File: src/rtl/mem_arbiter_if.sv
// mem_arbiter_if: groups the request, memory-port and completion signals of
// mem_arbiter so they can be passed as a single port.
//   slave  - arbiter side: consumes fetch/data requests and memory replies,
//            drives the memory command and the per-requester results.
//   master - environment side: fetch stage, LSQ and memory model.
interface mem_arbiter_if;
    logic        if_req;
    logic [63:0] if_addr;
    logic [1:0]  d_cmd;
    logic [63:0] d_addr;
    logic [63:0] d_wdata;
    logic        branch_is_taken;
    logic [3:0]  mem2proc_response;
    logic [3:0]  mem2proc_tag;
    logic [63:0] mem2proc_data;

    logic [1:0]  proc2mem_command;
    logic [63:0] proc2mem_addr;
    logic [63:0] proc2mem_data;
    logic        if_grant;
    logic        d_grant;
    logic        memory_structure_hazard_stall;
    logic        if_data_valid;
    logic        d_data_valid;
    logic [63:0] resp_data;
    logic [2:0]  if_outstanding;

    modport slave (
        input  if_req, if_addr, d_cmd, d_addr, d_wdata, branch_is_taken,
               mem2proc_response, mem2proc_tag, mem2proc_data,
        output proc2mem_command, proc2mem_addr, proc2mem_data, if_grant,
               d_grant, memory_structure_hazard_stall, if_data_valid,
               d_data_valid, resp_data, if_outstanding
    );

    modport master (
        output if_req, if_addr, d_cmd, d_addr, d_wdata, branch_is_taken,
               mem2proc_response, mem2proc_tag, mem2proc_data,
        input  proc2mem_command, proc2mem_addr, proc2mem_data, if_grant,
               d_grant, memory_structure_hazard_stall, if_data_valid,
               d_data_valid, resp_data, if_outstanding
    );
endinterface

File: src/rtl/mem_arbiter.sv
// mem_arbiter: shares one memory port between instruction fetch and the
// data path. Data wins by default; a saturating starvation counter hands the
// port to fetch after STARVE_MAX consecutive denied fetch cycles. A 16-entry
// tag table (tag 0 unused) routes completions back to their requester and
// marks fetches as stale on a taken branch so wrong-path words are dropped.
// Ports:
//   clock - system clock
//   reset - asynchronous active-low reset
//   bus   - mem_arbiter_if.slave: requests, memory port, completion results
module mem_arbiter #(
    parameter int STARVE_MAX = 3,
    parameter int MAX_IF_OUT = 4
) (
    input  logic          clock,
    input  logic          reset,
    mem_arbiter_if.slave  bus
);
    localparam logic [1:0] STARVE_LIM = 2'(STARVE_MAX);
    localparam logic [2:0] IF_OUT_LIM = 3'(MAX_IF_OUT);

    // Tag table; owner 0 = fetch, 1 = data.
    logic [15:0] tbl_valid;
    logic [15:0] tbl_owner;
    logic [15:0] tbl_stale;
    logic [1:0]  starve_cnt;
    logic [2:0]  if_out_cnt;

    logic fetch_ok;
    logic d_valid;
    logic pick_fetch;
    logic pick_data;
    logic alloc;
    logic cpl_hit;
    logic cpl_fetch;

    always_comb begin
        fetch_ok   = bus.if_req && (if_out_cnt < IF_OUT_LIM);
        d_valid    = (bus.d_cmd == 2'b01) || (bus.d_cmd == 2'b10);
        // Nothing reaches memory while reset is held.
        pick_fetch = reset && fetch_ok && (!d_valid || (starve_cnt == STARVE_LIM));
        pick_data  = reset && d_valid && !pick_fetch;

        bus.proc2mem_command = 2'b00;
        bus.proc2mem_addr    = 64'd0;
        bus.proc2mem_data    = 64'd0;
        if (pick_fetch) begin
            bus.proc2mem_command = 2'b01;
            bus.proc2mem_addr    = bus.if_addr;
        end else if (pick_data) begin
            bus.proc2mem_command = bus.d_cmd;
            bus.proc2mem_addr    = bus.d_addr;
            if (bus.d_cmd == 2'b10) begin
                bus.proc2mem_data = bus.d_wdata;
            end
        end

        bus.if_grant = pick_fetch && (bus.mem2proc_response != 4'd0);
        bus.d_grant  = pick_data && (bus.mem2proc_response != 4'd0);
        bus.memory_structure_hazard_stall = bus.if_req && !bus.if_grant;

        // Stores never enter the table.
        alloc = bus.if_grant || (bus.d_grant && (bus.d_cmd == 2'b01));

        cpl_hit   = (bus.mem2proc_tag != 4'd0) && tbl_valid[bus.mem2proc_tag];
        cpl_fetch = cpl_hit && !tbl_owner[bus.mem2proc_tag];
        bus.if_data_valid = cpl_fetch && !tbl_stale[bus.mem2proc_tag]
                            && !bus.branch_is_taken;
        bus.d_data_valid  = cpl_hit && tbl_owner[bus.mem2proc_tag];
        bus.resp_data     = bus.mem2proc_data;
        bus.if_outstanding = if_out_cnt;
    end

    // Table update order matters: squash, then completion clear, then
    // allocation, so a tag retired and reissued in one cycle keeps the new entry.
    always_ff @(posedge clock or negedge reset) begin
        if (!reset) begin
            tbl_valid <= '0;
            tbl_owner <= '0;
            tbl_stale <= '0;
        end else begin
            if (bus.branch_is_taken) begin
                tbl_stale <= tbl_stale | (tbl_valid & ~tbl_owner);
            end
            if (bus.mem2proc_tag != 4'd0) begin
                tbl_valid[bus.mem2proc_tag] <= 1'b0;
            end
            if (alloc) begin
                tbl_valid[bus.mem2proc_response] <= 1'b1;
                tbl_owner[bus.mem2proc_response] <= pick_data;
                tbl_stale[bus.mem2proc_response] <= bus.branch_is_taken;
            end
        end
    end

    // Holds (rather than advancing) while fetch is blocked by the outstanding limit.
    always_ff @(posedge clock or negedge reset) begin
        if (!reset) begin
            starve_cnt <= 2'd0;
        end else if (!bus.if_req || bus.if_grant) begin
            starve_cnt <= 2'd0;
        end else if (fetch_ok && (starve_cnt != STARVE_LIM)) begin
            starve_cnt <= starve_cnt + 2'd1;
        end
    end

    // Stale fetches still count until memory returns them.
    always_ff @(posedge clock or negedge reset) begin
        if (!reset) begin
            if_out_cnt <= 3'd0;
        end else begin
            case ({bus.if_grant, cpl_fetch})
                2'b10:   if_out_cnt <= if_out_cnt + 3'd1;
                2'b01:   if_out_cnt <= if_out_cnt - 3'd1;
                default: if_out_cnt <= if_out_cnt;
            endcase
        end
    end
endmodule

File: src/flat_wrapper.sv
// flat-port wrapper written by rule: the top's interface ports become plain ports
module mem_arbiter_flat 
#(
    parameter int STARVE_MAX = 3,
    parameter int MAX_IF_OUT = 4
)
  (clock, reset, bus_if_req, bus_if_addr, bus_d_cmd, bus_d_addr, bus_d_wdata, bus_branch_is_taken, bus_mem2proc_response, bus_mem2proc_tag, bus_mem2proc_data, bus_proc2mem_command, bus_proc2mem_addr, bus_proc2mem_data, bus_if_grant, bus_d_grant, bus_memory_structure_hazard_stall, bus_if_data_valid, bus_d_data_valid, bus_resp_data, bus_if_outstanding);
  mem_arbiter_if bus_i ();
  input  logic clock;
  input  logic reset;
  input wire logic [$bits(bus_i.if_req)-1:0] bus_if_req;
  input wire logic [$bits(bus_i.if_addr)-1:0] bus_if_addr;
  input wire logic [$bits(bus_i.d_cmd)-1:0] bus_d_cmd;
  input wire logic [$bits(bus_i.d_addr)-1:0] bus_d_addr;
  input wire logic [$bits(bus_i.d_wdata)-1:0] bus_d_wdata;
  input wire logic [$bits(bus_i.branch_is_taken)-1:0] bus_branch_is_taken;
  input wire logic [$bits(bus_i.mem2proc_response)-1:0] bus_mem2proc_response;
  input wire logic [$bits(bus_i.mem2proc_tag)-1:0] bus_mem2proc_tag;
  input wire logic [$bits(bus_i.mem2proc_data)-1:0] bus_mem2proc_data;
  output wire logic [$bits(bus_i.proc2mem_command)-1:0] bus_proc2mem_command;
  output wire logic [$bits(bus_i.proc2mem_addr)-1:0] bus_proc2mem_addr;
  output wire logic [$bits(bus_i.proc2mem_data)-1:0] bus_proc2mem_data;
  output wire logic [$bits(bus_i.if_grant)-1:0] bus_if_grant;
  output wire logic [$bits(bus_i.d_grant)-1:0] bus_d_grant;
  output wire logic [$bits(bus_i.memory_structure_hazard_stall)-1:0] bus_memory_structure_hazard_stall;
  output wire logic [$bits(bus_i.if_data_valid)-1:0] bus_if_data_valid;
  output wire logic [$bits(bus_i.d_data_valid)-1:0] bus_d_data_valid;
  output wire logic [$bits(bus_i.resp_data)-1:0] bus_resp_data;
  output wire logic [$bits(bus_i.if_outstanding)-1:0] bus_if_outstanding;
  assign bus_i.if_req = bus_if_req;
  assign bus_i.if_addr = bus_if_addr;
  assign bus_i.d_cmd = bus_d_cmd;
  assign bus_i.d_addr = bus_d_addr;
  assign bus_i.d_wdata = bus_d_wdata;
  assign bus_i.branch_is_taken = bus_branch_is_taken;
  assign bus_i.mem2proc_response = bus_mem2proc_response;
  assign bus_i.mem2proc_tag = bus_mem2proc_tag;
  assign bus_i.mem2proc_data = bus_mem2proc_data;
  assign bus_proc2mem_command = bus_i.proc2mem_command;
  assign bus_proc2mem_addr = bus_i.proc2mem_addr;
  assign bus_proc2mem_data = bus_i.proc2mem_data;
  assign bus_if_grant = bus_i.if_grant;
  assign bus_d_grant = bus_i.d_grant;
  assign bus_memory_structure_hazard_stall = bus_i.memory_structure_hazard_stall;
  assign bus_if_data_valid = bus_i.if_data_valid;
  assign bus_d_data_valid = bus_i.d_data_valid;
  assign bus_resp_data = bus_i.resp_data;
  assign bus_if_outstanding = bus_i.if_outstanding;
  mem_arbiter #(.STARVE_MAX(STARVE_MAX), .MAX_IF_OUT(MAX_IF_OUT)) u_core (.clock(clock), .reset(reset), .bus(bus_i));
endmodule
File: config.mk
export PLATFORM = sky130hd
export DESIGN_NAME = mem_arbiter_flat
export DESIGN_NICKNAME = d
export VERILOG_FILES = /design/src/rtl/mem_arbiter_if.sv /design/src/rtl/mem_arbiter.sv /design/src/flat_wrapper.sv
export SDC_FILE = /design/constraint.sdc
export NUM_CORES = 1
export LEC_CHECK = 0
export ABC_AREA = 1
export CORE_AREA = 2 2 181 183
export CTS_CLUSTER_SIZE = 40
export DETAILED_ROUTE_END_ITERATION = 12
export DIE_AREA = 0 0 183 185
export SLEW_MARGIN = 10
export SYNTH_ARGS = -nofsm -noshare
export SYNTH_HDL_FRONTEND = slang
export SYNTH_SLANG_ARGS = --single-unit
File: constraint.sdc
create_clock -name clock -period 5.04 [get_ports clock]
set_input_delay 0.756 -clock clock [delete_from_list [all_inputs] [get_ports clock]]
set_output_delay 0.756 -clock clock [all_outputs]
set_load 0.005 [all_outputs]
==> reports/qor.yml, run 1 <==
global_routing:
  gr-usage-all-layers_pct: 16.01
  grt_pass1_wl_mm: 39.53
  grt_pass1_vias: 5765
  grt.overflow.total: 0
  grt_antenna_before_repair: 3
  grt_start_max_net_pins: 65
worst_setup_path:
  timing.rr.start: "u_core.starve_cnt[0]$_DFFE_PN0P_"
  crit_path_capture_type: "output port"
  worst-endpoint-required_ns: 4.28
  r2r-end: "u_core.bus.if_outstanding[2]$_DFFE_PN0P_"
  worstPathMaxFanout: 27
  crit_path_kind: "in2out"
  critical_path_arrival_ns: 3.53
  critPathLaunchType: "primary input"
  r2r_setup_slack_ns: 2.15
  r2r_cells: 12
synthesis:
  ys.warnings.count: 0
  synthesis.instances: 760
  synthDistinctLibCells: 29
  synthesis.area_per_instance_um2: 6.523
  ys_seq_elements: 53
  cell_area_synth_um2: 4957
  synth_nets: 1035
  synth.yosys.seq_area_share_pct: 26.75
min_path:
  worstHoldPathCells: 0
  worst_min_path_start: "u_core.tbl_owner[0]$_DFFE_PN0P_"
  hold-path-endpoint: "u_core.tbl_owner[0]$_DFFE_PN0P_"
  hold_path_class: "reg2reg"
flow_run:
  maxCapViolations: 0
cts:
  post_cts.repair.setup_buffers: 0
  cts.path.max_buffers: 2
  clk_pin_slew_worst_paths_ns: 0.08
  ctsHtreeMaxLevel: 2
  cts-buffers-inserted: 5
  number_of_gates_resized_after_cts: 0
  cts_tree: "built"
  hold_buffers: 0
  cts_root_buffer: "sky130_fd_sc_hd__clkbuf_16"
  clock_latency_ns: 0.30
  tritoncts_sink_count: 53
sta:
  final.setup.tns_ns: 0
  min_period_ns: 4.287
  achievable-frequency_mhz: 233.3
  setup_violations: 0
  worst-slew-pin-transition_ns: 0.7618
  grt_setup_unrepaired: "no"
  fin_max_slew_vios: 0
  max_slew_margin_pct: 49.06
  report.final.hold_viol_count: 0
  worst_clock_skew_ns: 0.01065
  final_min_period_over_clock_period_pct: 85.05
pwr:
  power_density_nw_per_um2: 214.1
  irDropWorstVdd_v: 0.0001441
  p_total_mw: 1.796
  p_leak_nw: 3.598
die:
  design.portCount: 472
  core_area_um2: 32040
  die_width_um: 183
  fp-row-count: 66
  fp.dieArea_um2: 33860
  initial_core_util_pct: 15.47
  die_y_um: 185
routing:
  totalWireLength_mm: 29.19
  route.antenna.remaining_nets: 0
  via_count: 5960
  drc: 0
  wire_per_inst_um: 20.50
  dr.first_iter.drc_count: 289
  detailedRoute.firstPassIterationCount: 5
  detail_route.vias_per_cell: 4.185
placement:
  hpwlAfterDp_mm: 24.80
  io_buffers: 343
  routabilityCongestion: 0.8811
final_layout:
  syn_to_final_growth_pct: 69.21
  drive_above_1_share_pct: 4.142
  multi_input_comb_area_um2: 2599
  final-seq-area_um2: 1326
  fillerInstances: 3527
  num-nets-final: 1288
outcome:
  outcome: "complete, no violations"
power breakdown:
group | switching [mW] | internal, mW
registers | 0.0582 | 0.521
logic | 0.392 | 0.455
clock network | 0.169 | 0.201
total | 0.619 | 1.18
cells in the final DEF, fill, tap and decap left out, types with 2 or more instances in the layout:
cell type,instances
sky130_fd_sc_hd__a21oi_1,7
sky130_fd_sc_hd__nand2_2,2
sky130_fd_sc_hd__nor2_1,93
sky130_fd_sc_hd__buf_4,11
sky130_fd_sc_hd__inv_1,65
sky130_fd_sc_hd__a31o_2,7
sky130_fd_sc_hd__ha_1,3
sky130_fd_sc_hd__nor2_2,4
sky130_fd_sc_hd__inv_4,2
sky130_fd_sc_hd__clkbuf_16,5
sky130_fd_sc_hd__nand2_1,262
sky130_fd_sc_hd__a22o_1,64
sky130_fd_sc_hd__nand3_1,8
sky130_fd_sc_hd__diode_2,2
sky130_fd_sc_hd__xnor2_1,2
sky130_fd_sc_hd__o21ai_0,38
sky130_fd_sc_hd__clkdlybuf4s50_1,342
sky130_fd_sc_hd__dfrtp_1,53
sky130_fd_sc_hd__o21ai_1,23
sky130_fd_sc_hd__o31ai_1,7
cell type report:
| class | count | area share [%] |
|---|---|---|
| Tap cell | 408 | 6.086 |
| Inverter | 68 | 3.103 |
| Multi-Input combinational cell | 530 | 30.98 |
| Timing Repair Buffer | 355 | 42.09 |
| Clock inverter | 2 | 0.2088 |
| Sequential cell | 53 | 15.81 |
| Antenna cell | 2 | 0.05967 |
| Clock buffer | 6 | 1.656 |
state kept, by name, summed over array words and instances (netlist names):
name and count:
u_core.bus.if_outstanding 3, u_core.starve_cnt 2, u_core.tbl_owner 16, u_core.tbl_stale 16, u_core.tbl_valid 16
metal layers:
layer	wire length, um	vias to the layer above	GRT usage [%]	share of wire [%]
li1	-	2869	-	-
met1	12130	2770	20.39	42
met2	14110	286	26.79	48
met3	2461	33	4.640	8.4
met4	474	2	3.520	1.6
met5	9	-	0	0.031
cells in the mapped netlist (all sizes together):
library cell	instances	area share, %
a21oi	7	0.71
nor2	97	7.5
nand2	265	20
xor2	1	0.18
nand3	9	1.0
mux2	1	0.23
fa	1	0.40
a31o	7	1.2
dfrtp	53	27
a21o	1	0.15
ha	4	1.0
a22oi	1	0.15
a22o	64	11
xnor2	2	0.35
o21ai	61	6.2
buf	99	15
inv	68	5.2
clkbuf	10	0.76
nand4	1	0.43
o31ai	7	1.1
o22ai	1	0.13
stage by stage:
step | hold slack [ns] | instances | area (um^2) | utilization [%] | setup slack (ns)
after CTS | 0.4112 | 1422 | 8383 | 26.16 | 0.7435
final | 0.4093 | 1424 | 8388 | 26.18 | 0.7535
after detailed placement | 0.3911 | 1414 | 8227 | 25.68 | 0.7421
after global placement | 0.3947 | 1414 | 8227 | 25.68 | 0.7297
after global routing | 0.4403 | 1424 | 8388 | 26.18 | 0.6403
after floorplan | 0.4281 | 760 | 4957 | - | 2.343
worst max-delay path, cell delays in order:
cell and delay (ns):
sky130_fd_sc_hd__clkdlybuf4s50_1 0.48, sky130_fd_sc_hd__inv_1 0.06, sky130_fd_sc_hd__ha_2 0.32, sky130_fd_sc_hd__nor2_1 0.05
sky130_fd_sc_hd__nor2_2 0.10, sky130_fd_sc_hd__nand3_2 0.15, sky130_fd_sc_hd__inv_2 0.46, sky130_fd_sc_hd__buf_12 0.26
sky130_fd_sc_hd__buf_4 0.19, sky130_fd_sc_hd__a22o_1 0.16, sky130_fd_sc_hd__clkdlybuf4s50_1 0.51
logic make-up after synthesis:
logic type | Yosys count | share of synthesized area [%]
adders and majority gates | 5 | 1.413
muxes | 1 | 0.2271
AOI/OAI and AO/OA | 149 | 20.90
xor gates and xnor gates | 3 | 0.5301
and+or+nand+nor | 372 | 29.15
buffers and inverters | 177 | 21.02
DFF | 53 | 26.75
how the worst max path moves through the flow:
stage	startpoint	endpoint	slack, ns	cells past startpoint
global placement	bus_d_cmd[1]	bus_proc2mem_addr[42]	0.73	7
finish	bus_d_cmd[0]	bus_proc2mem_addr[25]	0.75	11
detailed placement	bus_d_cmd[0]	bus_proc2mem_addr[29]	0.74	11
global route	bus_d_cmd[0]	bus_proc2mem_addr[57]	0.64	8
floorplan	bus_d_cmd[0]	u_core.bus.if_outstanding[2]$_DFFE_PN0P_	2.34	13
CTS	bus_d_cmd[0]	bus_proc2mem_addr[57]	0.74	8
Note: power is estimated with default switching activity, not from simulation.
==> run 2: changes to the inputs <==
CTS_BUF_LIST = sky130_fd_sc_hd__clkbuf_8   (was not set)
==> reports/qor.yml, run 2 (synthesized netlist as in run 1, its figures left out) <==
final_layout:
  num-nets-final: 1288
  finalCoreUtilization_pct: 26.01
  syn_to_final_growth_pct: 68.12
  layout.cells.most_common_list: "sky130_fd_sc_hd__clkdlybuf4s50_1, sky130_fd_sc_hd__nand2_1, sky130_fd_sc_hd__nor2_1"
  largest_registers: "u_core.tbl_owner (16), u_core.tbl_stale (16), u_core.tbl_valid (16)"
  drive_above_1_share_pct: 4.142
  layout_commonest_cell: "sky130_fd_sc_hd__clkdlybuf4s50_1"
worst_setup_path:
  timing.rr.start: "u_core.starve_cnt[0]$_DFFE_PN0P_"
  crit_path_kind: "in2out"
  r2r_cells: 12
  critPathLaunchType: "primary input"
  crit_path_capture_type: "output port"
  critical_path_arrival_ns: 3.53
  worst-endpoint-required_ns: 4.28
  r2r-end: "u_core.bus.if_outstanding[2]$_DFFE_PN0P_"
  r2r_setup_slack_ns: 2.16
  worstPathMaxFanout: 27
routing:
  wire_per_inst_um: 20.53
  detail_route.vias_per_cell: 4.193
  detailedRoute.firstPassIterationCount: 4
  via_count: 5975
  totalWireLength_mm: 29.26
  drc: 0
  route.antenna.remaining_nets: 0
  dr.first_iter.drc_count: 305
cts:
  cts.path.max_buffers: 2
  cts-buffers-inserted: 5
  ctsHtreeMaxLevel: 2
  post_cts.repair.setup_buffers: 0
  hold_buffers: 0
  cts_tree: "built"
  number_of_gates_resized_after_cts: 0
  clk_pin_slew_worst_paths_ns: 0.11
  tritoncts_sink_count: 53
  cts_root_buffer: "sky130_fd_sc_hd__clkbuf_8"
  clock_latency_ns: 0.33
global_routing:
  grt.busiest_layer: "met2"
  grt_pass1_wl_mm: 39.38
  grt_start_max_net_pins: 65
  grt_antenna_before_repair: 4
  use_met2_pct: 25.94
  gr-usage-all-layers_pct: 16.01
  grt_pass1_vias: 5777
  grt.overflow.total: 0
  grtUsageMet3_pct: 4.699
  grt_util_met1_pct: 20.29
die:
  die_width_um: 183
  die_y_um: 185
  fp-row-count: 66
  initial_core_util_pct: 15.47
  core_area_um2: 32040
  fp.dieArea_um2: 33860
  design.portCount: 472
placement:
  post-place-ws_ns: 0.7421
  hpwlAfterDp_mm: 24.80
  routabilityCongestion: 0.8811
  io_buffers: 343
pwr:
  power_density_nw_per_um2: 204.0
  irDropWorstVdd_v: 0.0001030
  p_leak_nw: 3.572
  p_total_mw: 1.701
sta:
  setup_violations: 0
  achievable-frequency_mhz: 233.3
  min_period_ns: 4.285
  final.setup.worst_slack_ns: 0.7546
  grt_setup_unrepaired: "no"
  hold_ws_ns: 0.4186
  final_min_period_over_clock_period_pct: 85.03
  max_slew_margin_pct: 48.89
  worst-slew-pin-transition_ns: 0.7643
  report.final.hold_viol_count: 0
  final.setup.tns_ns: 0
  fin_max_slew_vios: 0
  worst_clock_skew_ns: 0.01360
outcome:
  outcome: "complete, no violations"
min_path:
  worst_min_path_start: "u_core.tbl_owner[0]$_DFFE_PN0P_"
  worstHoldPathCells: 0
  hold-path-endpoint: "u_core.tbl_owner[0]$_DFFE_PN0P_"
  hold_path_class: "reg2reg"
flow_run:
  maxCapViolations: 0
[run 2: how the worst max path moves through the flow]
stage	startpoint	slack (ns)	endpoint	cells after the start
after floorplan	bus_d_cmd[0]	2.34	u_core.bus.if_outstanding[2]$_DFFE_PN0P_	13
after global placement	bus_d_cmd[1]	0.73	bus_proc2mem_addr[42]	7
after detailed placement	bus_d_cmd[0]	0.74	bus_proc2mem_addr[29]	11
after CTS	bus_d_cmd[0]	0.74	bus_proc2mem_addr[57]	8
after global routing	bus_d_cmd[0]	0.64	bus_proc2mem_addr[57]	8
final	bus_d_cmd[0]	0.75	bus_proc2mem_addr[29]	11
[run 2: through the flow]
| step | std cells | cell area, um^2 |
|---|---|---|
| floorplan | 760 | 4957 |
| global placement | 1414 | 8227 |
| detailed placement | 1414 | 8227 |
| CTS | 1422 | 8327 |
| global route | 1425 | 8334 |
| finish | 1425 | 8334 |
[run 2: where the power goes]
part,leakage [nW],switching [mW],internal (mW)
clock network,0.0518,0.159,0.115
logic,2.82,0.393,0.455
registers,0.696,0.0576,0.520
total,3.57,0.610,1.09
[run 2: routing by layer]
metal	part of all wire, %	vias to the layer above
met5	0.031	-
met4	2.8	2
met3	7.9	39
met2	47	253
met1	42	2811
li1	-	2870
[run 2: critical path, stage by stage]
cell,delay [ns]
sky130_fd_sc_hd__clkdlybuf4s50_1,0.48
sky130_fd_sc_hd__inv_1,0.06
sky130_fd_sc_hd__ha_2,0.32
sky130_fd_sc_hd__nor2_1,0.05
sky130_fd_sc_hd__nor2_2,0.10
sky130_fd_sc_hd__nand3_2,0.15
sky130_fd_sc_hd__inv_2,0.45
sky130_fd_sc_hd__buf_12,0.26
sky130_fd_sc_hd__buf_4,0.19
sky130_fd_sc_hd__a22o_1,0.16
sky130_fd_sc_hd__clkdlybuf4s50_1,0.52
[run 2: final cells by class]
cell class	instances	area, um^2
Fill cell	3531	23710
Timing Repair Buffer	355	3531
Multi-Input combinational cell	530	2599
Sequential cell	53	1326
Tap cell	408	510.5
Inverter	68	260.3
Clock buffer	6	82.58
Clock inverter	2	17.52
Antenna cell	3	7.507
